**src/rtl/timer_capture.sv**
```systemverilog
`default_nettype none
// ============================================================================
// timer_capture : counts clk cycles between selected edges of sig_in and
//                 reports each interval through a valid/ack handshake.
// Revision      : 1.0
// ============================================================================
module timer_capture #(
  parameter int WIDTH       = 16,
  parameter int SYNC_STAGES = 2
) (
  input  logic             clk,
  input  logic             rst_n,
  input  logic             enable,
  input  logic             arm,
  input  logic             continuous,
  input  logic [1:0]       edge_sel,
  input  logic             sig_in,
  input  logic             cap_ack,
  output logic [WIDTH-1:0] capture,
  output logic             cap_valid,
  output logic             saturated,
  output logic             overrun,
  output logic             busy
);

  localparam logic [1:0]       c_ST_IDLE    = 2'd0;
  localparam logic [1:0]       c_ST_ARMED   = 2'd1;
  localparam logic [1:0]       c_ST_MEASURE = 2'd2;
  localparam logic [WIDTH-1:0] c_CNT_MAX    = {WIDTH{1'b1}};
  localparam logic [WIDTH-1:0] c_CNT_ONE    = WIDTH'(1);

  logic [SYNC_STAGES-1:0] r_sync;
  logic                   r_hist;
  logic [1:0]             r_state;
  logic [WIDTH-1:0]       r_count;
  logic                   r_cont;
  logic [1:0]             r_edge_sel;
  logic [WIDTH-1:0]       r_capture;
  logic                   r_cap_valid;
  logic                   r_saturated;
  logic                   r_overrun;

  logic w_rise;
  logic w_fall;
  logic w_edge;
  logic w_cap_evt;

  // Synchroniser plus history flop; runs regardless of FSM state.
  always_ff @(posedge clk) begin
    if (!rst_n) begin
      r_sync <= '0;
      r_hist <= 1'b0;
    end else begin
      r_sync <= {r_sync[SYNC_STAGES-2:0], sig_in};
      r_hist <= r_sync[SYNC_STAGES-1];
    end
  end

  assign w_rise    = r_sync[SYNC_STAGES-1] & ~r_hist;
  assign w_fall    = ~r_sync[SYNC_STAGES-1] & r_hist;
  assign w_edge    = r_edge_sel[1] ? (w_rise | w_fall) : (r_edge_sel[0] ? w_fall : w_rise);
  assign w_cap_evt = enable && (r_state == c_ST_MEASURE) && w_edge;

  always_ff @(posedge clk) begin
    if (!rst_n) begin
      r_state    <= c_ST_IDLE;
      r_count    <= '0;
      r_cont     <= 1'b0;
      r_edge_sel <= 2'b00;
    end else if (!enable) begin
      r_state <= c_ST_IDLE;
      r_count <= '0;
    end else begin
      case (r_state)
        c_ST_IDLE: begin
          if (arm) begin
            r_state    <= c_ST_ARMED;
            r_cont     <= continuous;
            r_edge_sel <= edge_sel;
          end
        end
        c_ST_ARMED: begin
          if (w_edge) begin
            r_state <= c_ST_MEASURE;
            r_count <= c_CNT_ONE;
          end
        end
        c_ST_MEASURE: begin
          // The closing edge of one interval opens the next in continuous mode.
          if (w_edge) begin
            if (r_cont) begin
              r_count <= c_CNT_ONE;
            end else begin
              r_state <= c_ST_IDLE;
              r_count <= '0;
            end
          end else if (r_count != c_CNT_MAX) begin
            r_count <= r_count + c_CNT_ONE;
          end
        end
        default: begin
          r_state <= c_ST_IDLE;
          r_count <= '0;
        end
      endcase
    end
  end

  // New data wins over a coincident ack; otherwise unread data is kept and the loss flagged.
  always_ff @(posedge clk) begin
    if (!rst_n) begin
      r_capture   <= '0;
      r_cap_valid <= 1'b0;
      r_saturated <= 1'b0;
      r_overrun   <= 1'b0;
    end else if (w_cap_evt) begin
      if (!r_cap_valid || cap_ack) begin
        r_capture   <= r_count;
        r_saturated <= (r_count == c_CNT_MAX);
        r_cap_valid <= 1'b1;
        if (cap_ack) begin
          r_overrun <= 1'b0;
        end
      end else begin
        r_overrun <= 1'b1;
      end
    end else if (cap_ack) begin
      r_cap_valid <= 1'b0;
      r_overrun   <= 1'b0;
    end
  end

  assign capture   = r_capture;
  assign cap_valid = r_cap_valid;
  assign saturated = r_saturated;
  assign overrun   = r_overrun;
  assign busy      = (r_state != c_ST_IDLE);

endmodule
`default_nettype wire

```
**config.mk**
```make
export PLATFORM = sky130hd
export DESIGN_NAME = timer_capture
export DESIGN_NICKNAME = d
export VERILOG_FILES = /design/src/rtl/timer_capture.sv
export SDC_FILE = /design/constraint.sdc
export NUM_CORES = 1
export LEC_CHECK = 0
export CAP_MARGIN = 0
export CORE_MARGIN = 2
export CORE_UTILIZATION = 55
export DETAILED_ROUTE_END_ITERATION = 8
export PLACE_DENSITY = 0.8
export SLEW_MARGIN = 20
export SYNTH_ARGS = -nofsm -noshare
export SYNTH_HDL_FRONTEND = slang
export SYNTH_SLANG_ARGS = --single-unit
```
**constraint.sdc**
```tcl
create_clock -name clk -period 3.9 [get_ports clk]
set_clock_uncertainty 0.15 [all_clocks]
set_input_delay 0.78 -clock clk [delete_from_list [all_inputs] [get_ports clk]]
set_output_delay 0.78 -clock clk [all_outputs]
set_load 0.01 [all_outputs]
```
**Word-level counts from Yosys, hierarchy flattened**

Cells that the tools add are included.

- Memory bits (writable): 0
- Latch bits: 0
- ROM bits: 0
- Bits of input ports: 9
- Memories kept: 0
- Register bits: 43

- Magnitude comparators: 0
- Bitwise logic cells: 6
- Equal/unequal tests: 10
- Add/subtract/negate cells: 1
- Multipliers: 0
- Muxes and demuxes: 18
- Divide/modulo/power cells: 0
- Shifts and indexed selects: 0
- Reduce and logical (&&, ||, !) cells: 13

Operators by type and width:

| kind | count |
|---|---|
| $mux W16 | 3 |
| $pmux W16 S3 | 1 |
| $add A16 B1 Y16 const B | 1 |
| $eq A16 B16 Y1 const B | 1 |
| $ne A16 B16 Y1 const B | 1 |
| $mux W1 | 9 |
| $mux W2 | 4 |
| $ne A2 B2 Y1 const B | 4 |
| $pmux W2 S3 | 1 |
| $reduce_and A2 Y1 | 3 |
| $reduce_and A3 Y1 | 2 |
| $reduce_and A4 Y1 | 1 |
| $reduce_bool A2 Y1 | 2 |
| $ne A3 B2 Y1 const B | 1 |
| $not A1 Y1 | 3 |
| $and A1 B1 Y1 | 2 |
| $eq A2 B1 Y1 const B | 1 |
| $eq A2 B2 Y1 const B | 1 |
| $logic_and A1 B1 Y1 | 2 |
| $logic_not A2 Y1 | 1 |
| $ne A2 B1 Y1 const B | 1 |
| $logic_not A1 Y1 | 1 |
| $logic_or A1 B1 Y1 | 1 |
| $or A1 B1 Y1 | 1 |

**Longest topological paths before layout**

Gate-level depths: netlist of run 1.

- Word-level depth: 7
- Gate-level depth with buffers: 9

**Worst setup path after synthesis of run 1**

Ideal clock, no wire load.

- Kind: in2reg
- Start: input rst_n
- End: register r_count[2]
- Setup slack: 1.853 ns
- Stages: 5
- Arrival time: 1.822 ns
- Setup time: 0.074 ns
- Cells stage by stage: clkbuf_2 nand2_1 buf_1 or3_2 a31oi_1

- Word-level cells in the longest chain between the ends: 1

RTL lines:

| item | line | source |
|---|---|---|
| from (decl) | 12 | `input logic rst_n,` |
| $reduce_and A2 Y1 (no source line) | -- |  |
| to (signal assigned) | 85 | `r_count <= c_CNT_ONE;` |
| to (signal assigned) | 92 | `r_count <= c_CNT_ONE;` |
| to (signal assigned) | 98 | `r_count <= r_count + c_CNT_ONE;` |
| to (decl) | 35 | `logic [WIDTH-1:0] r_count;` |

Every way passes these cells.
A chain may end at the register's enable or synchronous reset.

**Worst setup path after layout of run 1**

- Start: register r_sync[1]
- End: register r_capture[13], in the netlist capture[13]

- Word-level cells in the longest chain between the ends: 6

RTL lines:

| item | line | source |
|---|---|---|
| from (decl) | 32 | `logic [SYNC_STAGES-1:0] r_sync;` |
| from (signal assigned) | 54 | `r_sync <= {r_sync[SYNC_STAGES-2:0], sig_in};` |
| $not A1 Y1 | 60 | `assign w_fall = ~r_sync[SYNC_STAGES-1] & r_hist;` |
| $and A1 B1 Y1 | 60 |  |
| $mux W1 / $or A1 B1 Y1 (equally long branches) | 61 | `assign w_edge = r_edge_sel[1] ? (w_rise \| w_fall) : (r_edge_sel[0] ? w_fall : w_rise);` |
| $mux W1 (*) | 61 |  |
| $logic_and A1 B1 Y1 (*) | 62 | `assign w_cap_evt = enable && (r_state == c_ST_MEASURE) && w_edge;` |
| $reduce_and A2 Y1 (no source line) (*) | -- |  |
| to (signal assigned) | 118 | `r_capture <= r_count;` |
| to (decl) | 38 | `logic [WIDTH-1:0] r_capture;` |

Mark *: on every way between the ends. The rest lies on a longest branch, timed or not.

==> impl_metrics.env, run 1 <==
export IMPL_synth_seq_area_share_pct=39.2
export IMPL_slew_viol_final=0
export IMPL_global_route_overflow_total=0
export IMPL_clkPwrFrac_pct=41.1
export IMPL_drive_gt1_share_pct=8.66
export IMPL_synthesis_yosys_warnings=0
export IMPL_synth_enable_flop_cells=0
export IMPL_dominantRegCellSynth="sky130_fd_sc_hd__dfxtp_1"
export IMPL_rows=22
export IMPL_post_cts_repair_setup_buffers=0
export IMPL_cts_repair_resized=0
export IMPL_port_buffers=28
export IMPL_coreArea_sq_um=3740
export IMPL_netlist_cell_type_count=47
export IMPL_clk_path_buf_depth=2
export IMPL_syn_area_sq_um=2200
export IMPL_share_seq_of_total_power_pct=51.6
export IMPL_worst_setup_hold_path_clk_slew_ps=80
export IMPL_critPathCaptureType="flip-flop"
export IMPL_worst_hold_path_type="flip-flop to flip-flop"
export IMPL_first_iteration_detailed_routing_drc_count=110
export IMPL_cp_cell_sequence="inv_1 -> ha_1 -> mux2_4 -> o2111ai_1 -> nand2b_1 -> mux2i_1 -> nor2b_1"
export IMPL_finish_utilization_pct=69.2
export IMPL_period_needed_ps=2660
export IMPL_setup_viol=0
export IMPL_postSynthRegisterBits=43
export IMPL_cts_sink_count=43
export IMPL_timing_slew_headroom_pct=26.3
export IMPL_rsz0062_at_grt="false"
export IMPL_drt_drc_violations_left=0
export IMPL_drtAntennaViolNets=0
export IMPL_boundaryPins=29
export IMPL_detailedRoute_firstPassIterationCount=4
export IMPL_p_int_w=0.000662
export IMPL_post_synth_cell_area_avg_sq_um=9.68
export IMPL_filler_cell_count=317
export IMPL_setup_slack_ps=1240
export IMPL_area_growth_syn_to_layout_pct=17.8
export IMPL_postRouteWirelength_um=4370
export IMPL_cts_hold_buffers=0
export IMPL_cts_buffers_inserted=5
export IMPL_final_hold_viol_count=0
export IMPL_setup_worst_path_class="flip-flop to flip-flop"
export IMPL_timing_setup_tns_ps=0
export IMPL_crit_required_ps=3950
export IMPL_combPwrFrac_pct=7.3
export IMPL_antenna_found_initial=0
export IMPL_die_height_um=67.2
export IMPL_grt_pass1_wl_um=7250
export IMPL_routed_via_count=1768
export IMPL_status="complete, no violations"
export IMPL_fp_dieW_um=67.2
export IMPL_dp_final_hpwl_um=3030
export IMPL_power_switching_share_pct=23.5
export IMPL_vdd_ir_drop_max_uv=272
export IMPL_timing_limited_maximum_frequency_mhz=376
export IMPL_initial_core_utilization_pct=58.7
export IMPL_dpl_worst_slack_ps=945
export IMPL_first_global_vias=1609
export IMPL_slowest_stage_cell_cp="sky130_fd_sc_hd__nand2b_1"
export IMPL_timing_max_cap_violations=0
export IMPL_placement_cell_area_sq_um=2480
export IMPL_finish_instance_area_sq_um=2590
export IMPL_routed_length_per_instance_um=14.5
export IMPL_endpoint_arrival_time_on_the_critical_path_ps=2700
export IMPL_async_flop_share_pct=0
export IMPL_worst_slew_pin_slew_ps=1110
export IMPL_number_of_instances_in_the_synthesized_netlist=227
export IMPL_finish_net_count=271
export IMPL_htree_levels=2
export IMPL_r2r_slack_ps=1240
export IMPL_die_area_sq_um=4520
export IMPL_peak_fanout_along_the_critical_path=17
export IMPL_worstSetupStartpointType="flip-flop"
export IMPL_critical_path_max_stage_delay_ps=890
export IMPL_cts_tree="done"
export IMPL_post_drt_via_cell_ratio=5.85
export IMPL_syn_nets=245
export IMPL_clk_latency_ps=310
export IMPL_static_leakage_power_nw=1.02
export IMPL_min_period_over_period_pct=68.1
export IMPL_antenna_cells_inserted=0
export IMPL_maximum_number_of_pins_on_one_net_before_global_route_repair=28
export IMPL_gpl_final_weighted_congestion=0.834
export IMPL_track_usage_pct=21.5
export IMPL_total_switching_power_w=0.000203
export IMPL_cts_root_buf="sky130_fd_sc_hd__clkbuf_8"
export IMPL_power_per_cell_area_nw_per_um2=334
[power by group through the flow]
stage | sequential, W | combinational [W] | clock, W
global route | 0.000447 | 0.0000694 | 0.000381
global placement | 0.000457 | 0.0000623 | 0
finish | 0.000446 | 0.0000635 | 0.000355
floorplan | 0.000455 | 0.0000458 | 0
CTS | 0.000446 | 0.0000635 | 0.000360
detailed placement | 0.000457 | 0.0000631 | 0
[synth_stat cells, types with 4 or more instances]
cell,number,share of area (%)
sky130_fd_sc_hd__a21oi_1,10,2.3
sky130_fd_sc_hd__a31oi_1,12,3.4
sky130_fd_sc_hd__and2_1,6,1.7
sky130_fd_sc_hd__dfxtp_1,43,39
sky130_fd_sc_hd__ha_1,9,5.1
sky130_fd_sc_hd__inv_1,12,2.0
sky130_fd_sc_hd__mux2i_1,23,10
sky130_fd_sc_hd__nand2_1,16,2.7
sky130_fd_sc_hd__nand2b_1,5,1.4
sky130_fd_sc_hd__nand3_1,10,2.3
sky130_fd_sc_hd__nand4_1,5,1.4
sky130_fd_sc_hd__nor2_1,5,0.85
sky130_fd_sc_hd__nor2b_1,20,5.7
sky130_fd_sc_hd__nor3_1,4,0.91
sky130_fd_sc_hd__o21ai_0,6,1.4
[per-layer routing]
layer	vias to the layer above	wire length, um	track usage [%]
met2	52	2050	34.3
li1	871	-	-
met4	0	87	12.8
met5	-	0	0
met1	838	2000	26.6
met3	7	227	4.83
[path summary, 6_finish.rpt]
check / start / depth (start not counted) / to
worst max-delay path: r_sync[1] / 7 / capture[13]
worst min-delay path: r_sync[0] / 1 / r_sync[1]
worst max register to register: r_sync[1] / 7 / capture[13]
worst min register to register: r_sync[0] / 1 / r_sync[1]
[critical path, delay by kind of cell, from the launching register on]
family                     cells  cell delay, ps
AOI/OAI and AO/OA              1             260
adders and majority gates      1             180
buffers and inverters          1              50
DFF                            1             360
muxes                          2             580
and+or+nand+nor                2             960
[area by class of cell]
class	instances	area, sq um	area share, %
clock buffers	5	68.8	2.66
well taps	48	60.1	2.32
repair buffers	29	288	11.1
flip-flops and latches	43	861	33.3
inverters	12	45.0	1.74
clock inverters	3	43.8	1.69
multi-input cells	162	1220	47.2
[cell usage in the layout, fill, tap and decap left out, drive strengths merged, types with 4 or more instances in the layout]
cell type	instances
nand2	17
nor2	6
clkbuf	5
a31oi	12
ha	9
nand2b	5
mux2i	23
nor2b	20
nand4	6
and2	6
dfxtp	43
a21oi	10
inv	12
nand3	10
nor3	4
clkdlybuf4s50	28
o21ai	7
[state kept, by name, indices dropped and copies added (netlist names)]
name and flops:
capture 16, r_count 16, r_edge_sel 2, r_state 2, r_sync 2, cap_valid 1, overrun 1, r_cont 1
r_hist 1, saturated 1
[stage by stage]
stage          hold WS (ps)  instances  power [W]
4_1_cts                 294        302   0.000869
6_report                293        302   0.000865
5_1_grt                 314        302   0.000897
2_1_floorplan           262        227   0.000501
3_5_place_dp            269        294   0.000520
3_3_place_gp            268        294   0.000519
[logic make-up after synthesis]
family          Yosys count  share of synthesized area [%]
buf+inv                  22                           5.18
compound gates           46                           16.3
simple gates             82                           22.7
fa+ha+maj                 9                           5.13
xor+xnor                  1                          0.399
mux                      24                           11.2
flops                    43                           39.2
(Power assumes the default switching activity.)
==> inputs of run 2 (changes only) <==
--- a/config.mk
+++ b/config.mk
@@ -7,9 +7,9 @@
 export LEC_CHECK = 0
 export CAP_MARGIN = 0
 export CORE_MARGIN = 2
-export CORE_UTILIZATION = 55
+export CORE_UTILIZATION = 49
 export DETAILED_ROUTE_END_ITERATION = 8
-export PLACE_DENSITY = 0.8
+export PLACE_DENSITY = 0.75
 export SLEW_MARGIN = 20
 export SYNTH_ARGS = -nofsm -noshare
 export SYNTH_HDL_FRONTEND = slang
==> constraint.sdc (replaced) <==
create_clock -name clk -period 2.4 [get_ports clk]
set_clock_uncertainty 0.15 [all_clocks]
set_input_delay 0.48 -clock clk [delete_from_list [all_inputs] [get_ports clk]]
set_output_delay 0.48 -clock clk [all_outputs]
set_load 0.01 [all_outputs]
==> impl_metrics.env, run 2 (synthesis gave the netlist of run 1 again) <==
export IMPL_filler_cell_count=404
export IMPL_finish_cell_count_without_fillers=316
export IMPL_cts_hold_buffers=0
export IMPL_routed_length_per_instance_um=13.4
export IMPL_cts_repair_resized=0
export IMPL_layout_cells_most_common="sky130_fd_sc_hd__dfxtp_1"
export IMPL_min_period_over_period_pct=95.7
export IMPL_path_buf_inv=3
export IMPL_rsz0062_at_grt="false"
export IMPL_timing_critical_path_max_delay_family="buffers and inverters"
export IMPL_timing_max_cap_violations=0
export IMPL_cts_root_buf="sky130_fd_sc_hd__clkbuf_8"
export IMPL_timing_slew_headroom_pct=70.3
export IMPL_detailedRoute_firstPassIterationCount=4
export IMPL_drtAntennaViolNets=0
export IMPL_static_leakage_power_nw=1.06
export IMPL_grt_pass1_wl_um=7270
export IMPL_rows=24
export IMPL_routed_via_count=1753
export IMPL_cts_tree="done"
export IMPL_finish_net_count=282
export IMPL_maximum_number_of_pins_on_one_net_before_global_route_repair=28
export IMPL_drt_drc_violations_left=0
export IMPL_timing_setup_tns_ps=0
export IMPL_worst_hold_path_type="flip-flop to flip-flop"
export IMPL_power_per_cell_area_nw_per_um2=486
export IMPL_vdd_ir_drop_max_uv=323
export IMPL_dpl_cell_count=308
export IMPL_fp_dieW_um=71.0
export IMPL_die_area_sq_um=5040
export IMPL_worst_setup_hold_path_clk_slew_ps=70
export IMPL_postRouteWirelength_um=4230
export IMPL_post_drt_via_cell_ratio=5.55
export IMPL_setup_viol=0
export IMPL_antenna_cells_inserted=0
export IMPL_clk_path_buf_depth=2
export IMPL_track_usage_pct=17.9
export IMPL_setup_worst_path_class="flip-flop to primary output"
export IMPL_peak_fanout_along_the_critical_path=4
export IMPL_final_cell_mix="sky130_fd_sc_hd__dfxtp_1, sky130_fd_sc_hd__clkdlybuf4s50_1, sky130_fd_sc_hd__mux2i_1, sky130_fd_sc_hd__nor2b_1, sky130_fd_sc_hd__nand2_1"
export IMPL_crit_required_ps=1770
export IMPL_drive_gt1_share_pct=12.1
export IMPL_worstSetupStartpointType="flip-flop"
export IMPL_gpl_final_weighted_congestion=0.880
export IMPL_port_buffers=28
export IMPL_cts_buffers_inserted=5
export IMPL_period_needed_ps=2300
export IMPL_area_growth_syn_to_layout_pct=20.7
export IMPL_placement_cell_area_sq_um=2560
export IMPL_status="complete, no violations"
export IMPL_critPathCaptureType="primary output"
export IMPL_slowest_stage_cell_cp="sky130_fd_sc_hd__clkdlybuf4s50_1"
export IMPL_setup_slack_ps=104
export IMPL_endpoint_arrival_time_on_the_critical_path_ps=1670
export IMPL_global_route_overflow_total=0
export IMPL_cell_repeated_most_along_the_worst_path="sky130_fd_sc_hd__inv_1"
export IMPL_clk_latency_ps=290
export IMPL_post_cts_repair_setup_buffers=0
export IMPL_initial_core_utilization_pct=50.8
export IMPL_boundaryPins=29
export IMPL_coreArea_sq_um=4320
export IMPL_timing_limited_maximum_frequency_mhz=436
export IMPL_dp_final_hpwl_um=2980
export IMPL_antenna_found_initial=0
export IMPL_cp_cell_sequence="inv_1 -> ha_1 -> inv_1 -> clkdlybuf4s50_1"
export IMPL_final_hold_viol_count=0
export IMPL_htree_levels=2
export IMPL_die_height_um=71.0
export IMPL_cts_sink_count=43
export IMPL_critical_path_max_stage_delay_ps=550
export IMPL_slew_viol_final=0
export IMPL_finish_instance_area_sq_um=2650
export IMPL_worst_slew_pin_slew_ps=443
export IMPL_dpl_worst_slack_ps=69.7
export IMPL_first_global_vias=1615
export IMPL_first_iteration_detailed_routing_drc_count=153
[run 2: cell count changes in the layout (fill, tap and decap cells not counted), sizes merged]
| cell | change |
|---|---|
| clkbuf | +1 |
| clkinv | -1 |
| buf | +11 |
| bufinv | -1 |
[run 2: power breakdown]
| group | switching (W) | total [W] | internal (W) | leakage (nW) |
|---|---|---|---|---|
| logic | 0.0000571 | 0.000107 | 0.0000499 | 0.668 |
| clock network | 0.000231 | 0.000456 | 0.000226 | 0.0470 |
| registers | 0.00000587 | 0.000725 | 0.000719 | 0.347 |
[run 2: stage by stage]
step / hold WS, ps / power (W) / utilization (%)
after detailed placement: 275 / 0.000848 / 59.1
after CTS: 296 / 0.00131 / 61.1
final: 289 / 0.00129 / 61.3
after global routing: 309 / 0.00134 / 61.3
after global placement: 268 / 0.000847 / 59.1
after floorplan: 262 / 0.000814 / -
[run 2: cell type report]
type,count,area [sq um],share of cell area [%]
clock inverter,1,5.00,0.189
multi-input combinational,162,1220,46.1
clock buffer,6,82.6,3.11
inverter,12,45.0,1.70
sequential,43,861,32.5
tap,52,65.1,2.45
timing repair buffer,40,370,14.0
[run 2: path summary, 6_finish.rpt]
path | from | end | slack (ps) | depth (start not counted)
worst max-delay path | r_state[0] | busy | 100 | 4
worst min-delay path | r_sync[0] | r_sync[1] | 290 | 1
worst max register to register | r_sync[1] | r_count[4] | 190 | 8
worst min register to register | r_sync[0] | r_sync[1] | 290 | 1
[run 2: routing by layer]
layer	track usage, %	routed length (um)
met5	0	0
met4	6.50	80
met3	4.56	177
met2	29.9	2070
met1	22.2	1900
==> inputs of run 3 (changes only) <==
--- a/config.mk
+++ b/config.mk
@@ -9,8 +9,8 @@
 export CORE_MARGIN = 2
 export CORE_UTILIZATION = 49
 export DETAILED_ROUTE_END_ITERATION = 8
+export MAX_ROUTING_LAYER = met4
 export PLACE_DENSITY = 0.75
-export SLEW_MARGIN = 20
 export SYNTH_ARGS = -nofsm -noshare
 export SYNTH_HDL_FRONTEND = slang
 export SYNTH_SLANG_ARGS = --single-unit
==> impl_metrics.env, run 3 (synthesis gave the netlist of run 1 again) <==
export IMPL_setup_slack_ps=106
export IMPL_htree_levels=2
export IMPL_r2r_slack_ps=190
export IMPL_worst_hold_slack_ps=289
export IMPL_period_needed_ps=2290
export IMPL_dpl_worst_slack_ps=69.7
export IMPL_track_usage_pct=18.4
export IMPL_power_per_cell_area_nw_per_um2=485
export IMPL_initial_core_utilization_pct=50.8
export IMPL_final_hold_viol_count=0
export IMPL_boundaryPins=29
export IMPL_grt_pass1_wl_um=7270
export IMPL_min_period_over_period_pct=95.6
export IMPL_setup_worst_path_class="flip-flop to primary output"
export IMPL_worst_hold_path_type="flip-flop to flip-flop"
export IMPL_worstSetupStartpointType="flip-flop"
export IMPL_timing_setup_tns_ps=0
export IMPL_finish_instance_area_sq_um=2650
export IMPL_worst_setup_hold_path_clk_slew_ps=70
export IMPL_postRouteWirelength_um=4220
export IMPL_r2r_worst_path_cells=8
export IMPL_cts_hold_buffers=0
export IMPL_drt_drc_violations_left=0
export IMPL_timing_slew_headroom_pct=70.3
export IMPL_cts_root_buf="sky130_fd_sc_hd__clkbuf_8"
export IMPL_worst_slew_pin_slew_ps=443
export IMPL_routed_length_per_instance_um=13.4
export IMPL_first_iteration_detailed_routing_drc_count=155
export IMPL_area_growth_syn_to_layout_pct=20.7
export IMPL_coreArea_sq_um=4320
export IMPL_finish_net_count=282
export IMPL_setup_viol=0
export IMPL_static_leakage_power_nw=1.06
export IMPL_clk_latency_ps=290
export IMPL_clk_path_buf_depth=2
export IMPL_maximum_number_of_pins_on_one_net_before_global_route_repair=28
export IMPL_die_area_sq_um=5040
export IMPL_grt_util_met2_pct=29.9
export IMPL_status="complete, no violations"
export IMPL_global_route_usage_met1_pct=22.2
export IMPL_post_drt_via_cell_ratio=5.54
export IMPL_grt_busiest_layer="met2"
export IMPL_gpl_final_weighted_congestion=0.895
export IMPL_min_path_cells=1
export IMPL_cts_sink_count=43
export IMPL_placement_cell_area_sq_um=2560
export IMPL_fp_dieW_um=71.0
export IMPL_global_route_overflow_total=0
export IMPL_timing_limited_maximum_frequency_mhz=436
export IMPL_rows=24
export IMPL_crit_required_ps=1770
export IMPL_detailedRoute_firstPassIterationCount=4
export IMPL_antenna_cells_inserted=0
export IMPL_final_cell_mix="sky130_fd_sc_hd__dfxtp_1, sky130_fd_sc_hd__clkdlybuf4s50_1, sky130_fd_sc_hd__mux2i_1, sky130_fd_sc_hd__nor2b_1, sky130_fd_sc_hd__nand2_1"
export IMPL_antenna_found_initial=0
export IMPL_critPathCaptureType="primary output"
export IMPL_peak_fanout_along_the_critical_path=4
export IMPL_routed_via_count=1750
export IMPL_drtAntennaViolNets=0
export IMPL_dpl_cell_count=308
export IMPL_finish_cell_count_without_fillers=316
export IMPL_first_global_vias=1615
export IMPL_timing_max_cap_violations=0
export IMPL_endpoint_arrival_time_on_the_critical_path_ps=1660
export IMPL_cts_tree="done"
export IMPL_layout_cells_most_common="sky130_fd_sc_hd__dfxtp_1"
export IMPL_vdd_ir_drop_max_uv=323
export IMPL_die_height_um=71.0
export IMPL_cts_buffers_inserted=5
export IMPL_rsz0062_at_grt="false"
export IMPL_port_buffers=28
export IMPL_dp_final_hpwl_um=2980
export IMPL_slew_viol_final=0
export IMPL_drive_gt1_share_pct=12.1
export IMPL_groute_layer_met3_usage_pct=4.56
run 3: layer usage:
metal | vias up | wire length, um
met2 | 36 | 2060
met4 | 0 | 79
met3 | 8 | 170
met5 | - | 0
met1 | 819 | 1910
li1 | 887 | -
run 3: final timing paths:
check                  start         end
hold / removal     r_sync[0]   r_sync[1]
hold reg to reg    r_sync[0]   r_sync[1]
setup / recovery  r_state[0]        busy
setup reg to reg   r_sync[1]  r_count[4]
run 3: final cells by class:
| class | instances | area (sq um) |
|---|---|---|
| clock buffers | 6 | 82.6 |
| clock inverters | 1 | 5.00 |
| multi-input cells | 162 | 1220 |
| fillers | 404 | 1670 |
| inverters | 12 | 45.0 |
| flip-flops and latches | 43 | 861 |
| well taps | 52 | 65.1 |
| repair buffers | 40 | 370 |
run 3: report_power, final:
part           total (W)  switching, W  leakage (nW)  internal, W
combinational   0.000107     0.0000569         0.668    0.0000499
clock           0.000454      0.000229        0.0470     0.000226
sequential      0.000725    0.00000587         0.347     0.000719
total            0.00129      0.000291          1.06     0.000995
run 3: what timing repair did:
action / in CTS / in global routing
endpoints found under the hold margin: 0 / 0
resized for setup: 0 / 0
endpoints found under the setup margin: 0 / 11
setup buffers: 0 / 1
run 3: stage by stage:
step           utilization, %  total power, W
2_1_floorplan               -        0.000814
3_5_place_dp             59.1        0.000848
6_report                 61.3         0.00129
3_3_place_gp             59.1        0.000847
5_1_grt                  61.3         0.00134
4_1_cts                  61.1         0.00131
run 3: critical path, cell delays in order (launching register included):
cell                              delay (ps)
sky130_fd_sc_hd__dfxtp_1                 370
sky130_fd_sc_hd__inv_1                   100
sky130_fd_sc_hd__ha_1                    220
sky130_fd_sc_hd__inv_1                   130
sky130_fd_sc_hd__clkdlybuf4s50_1         550
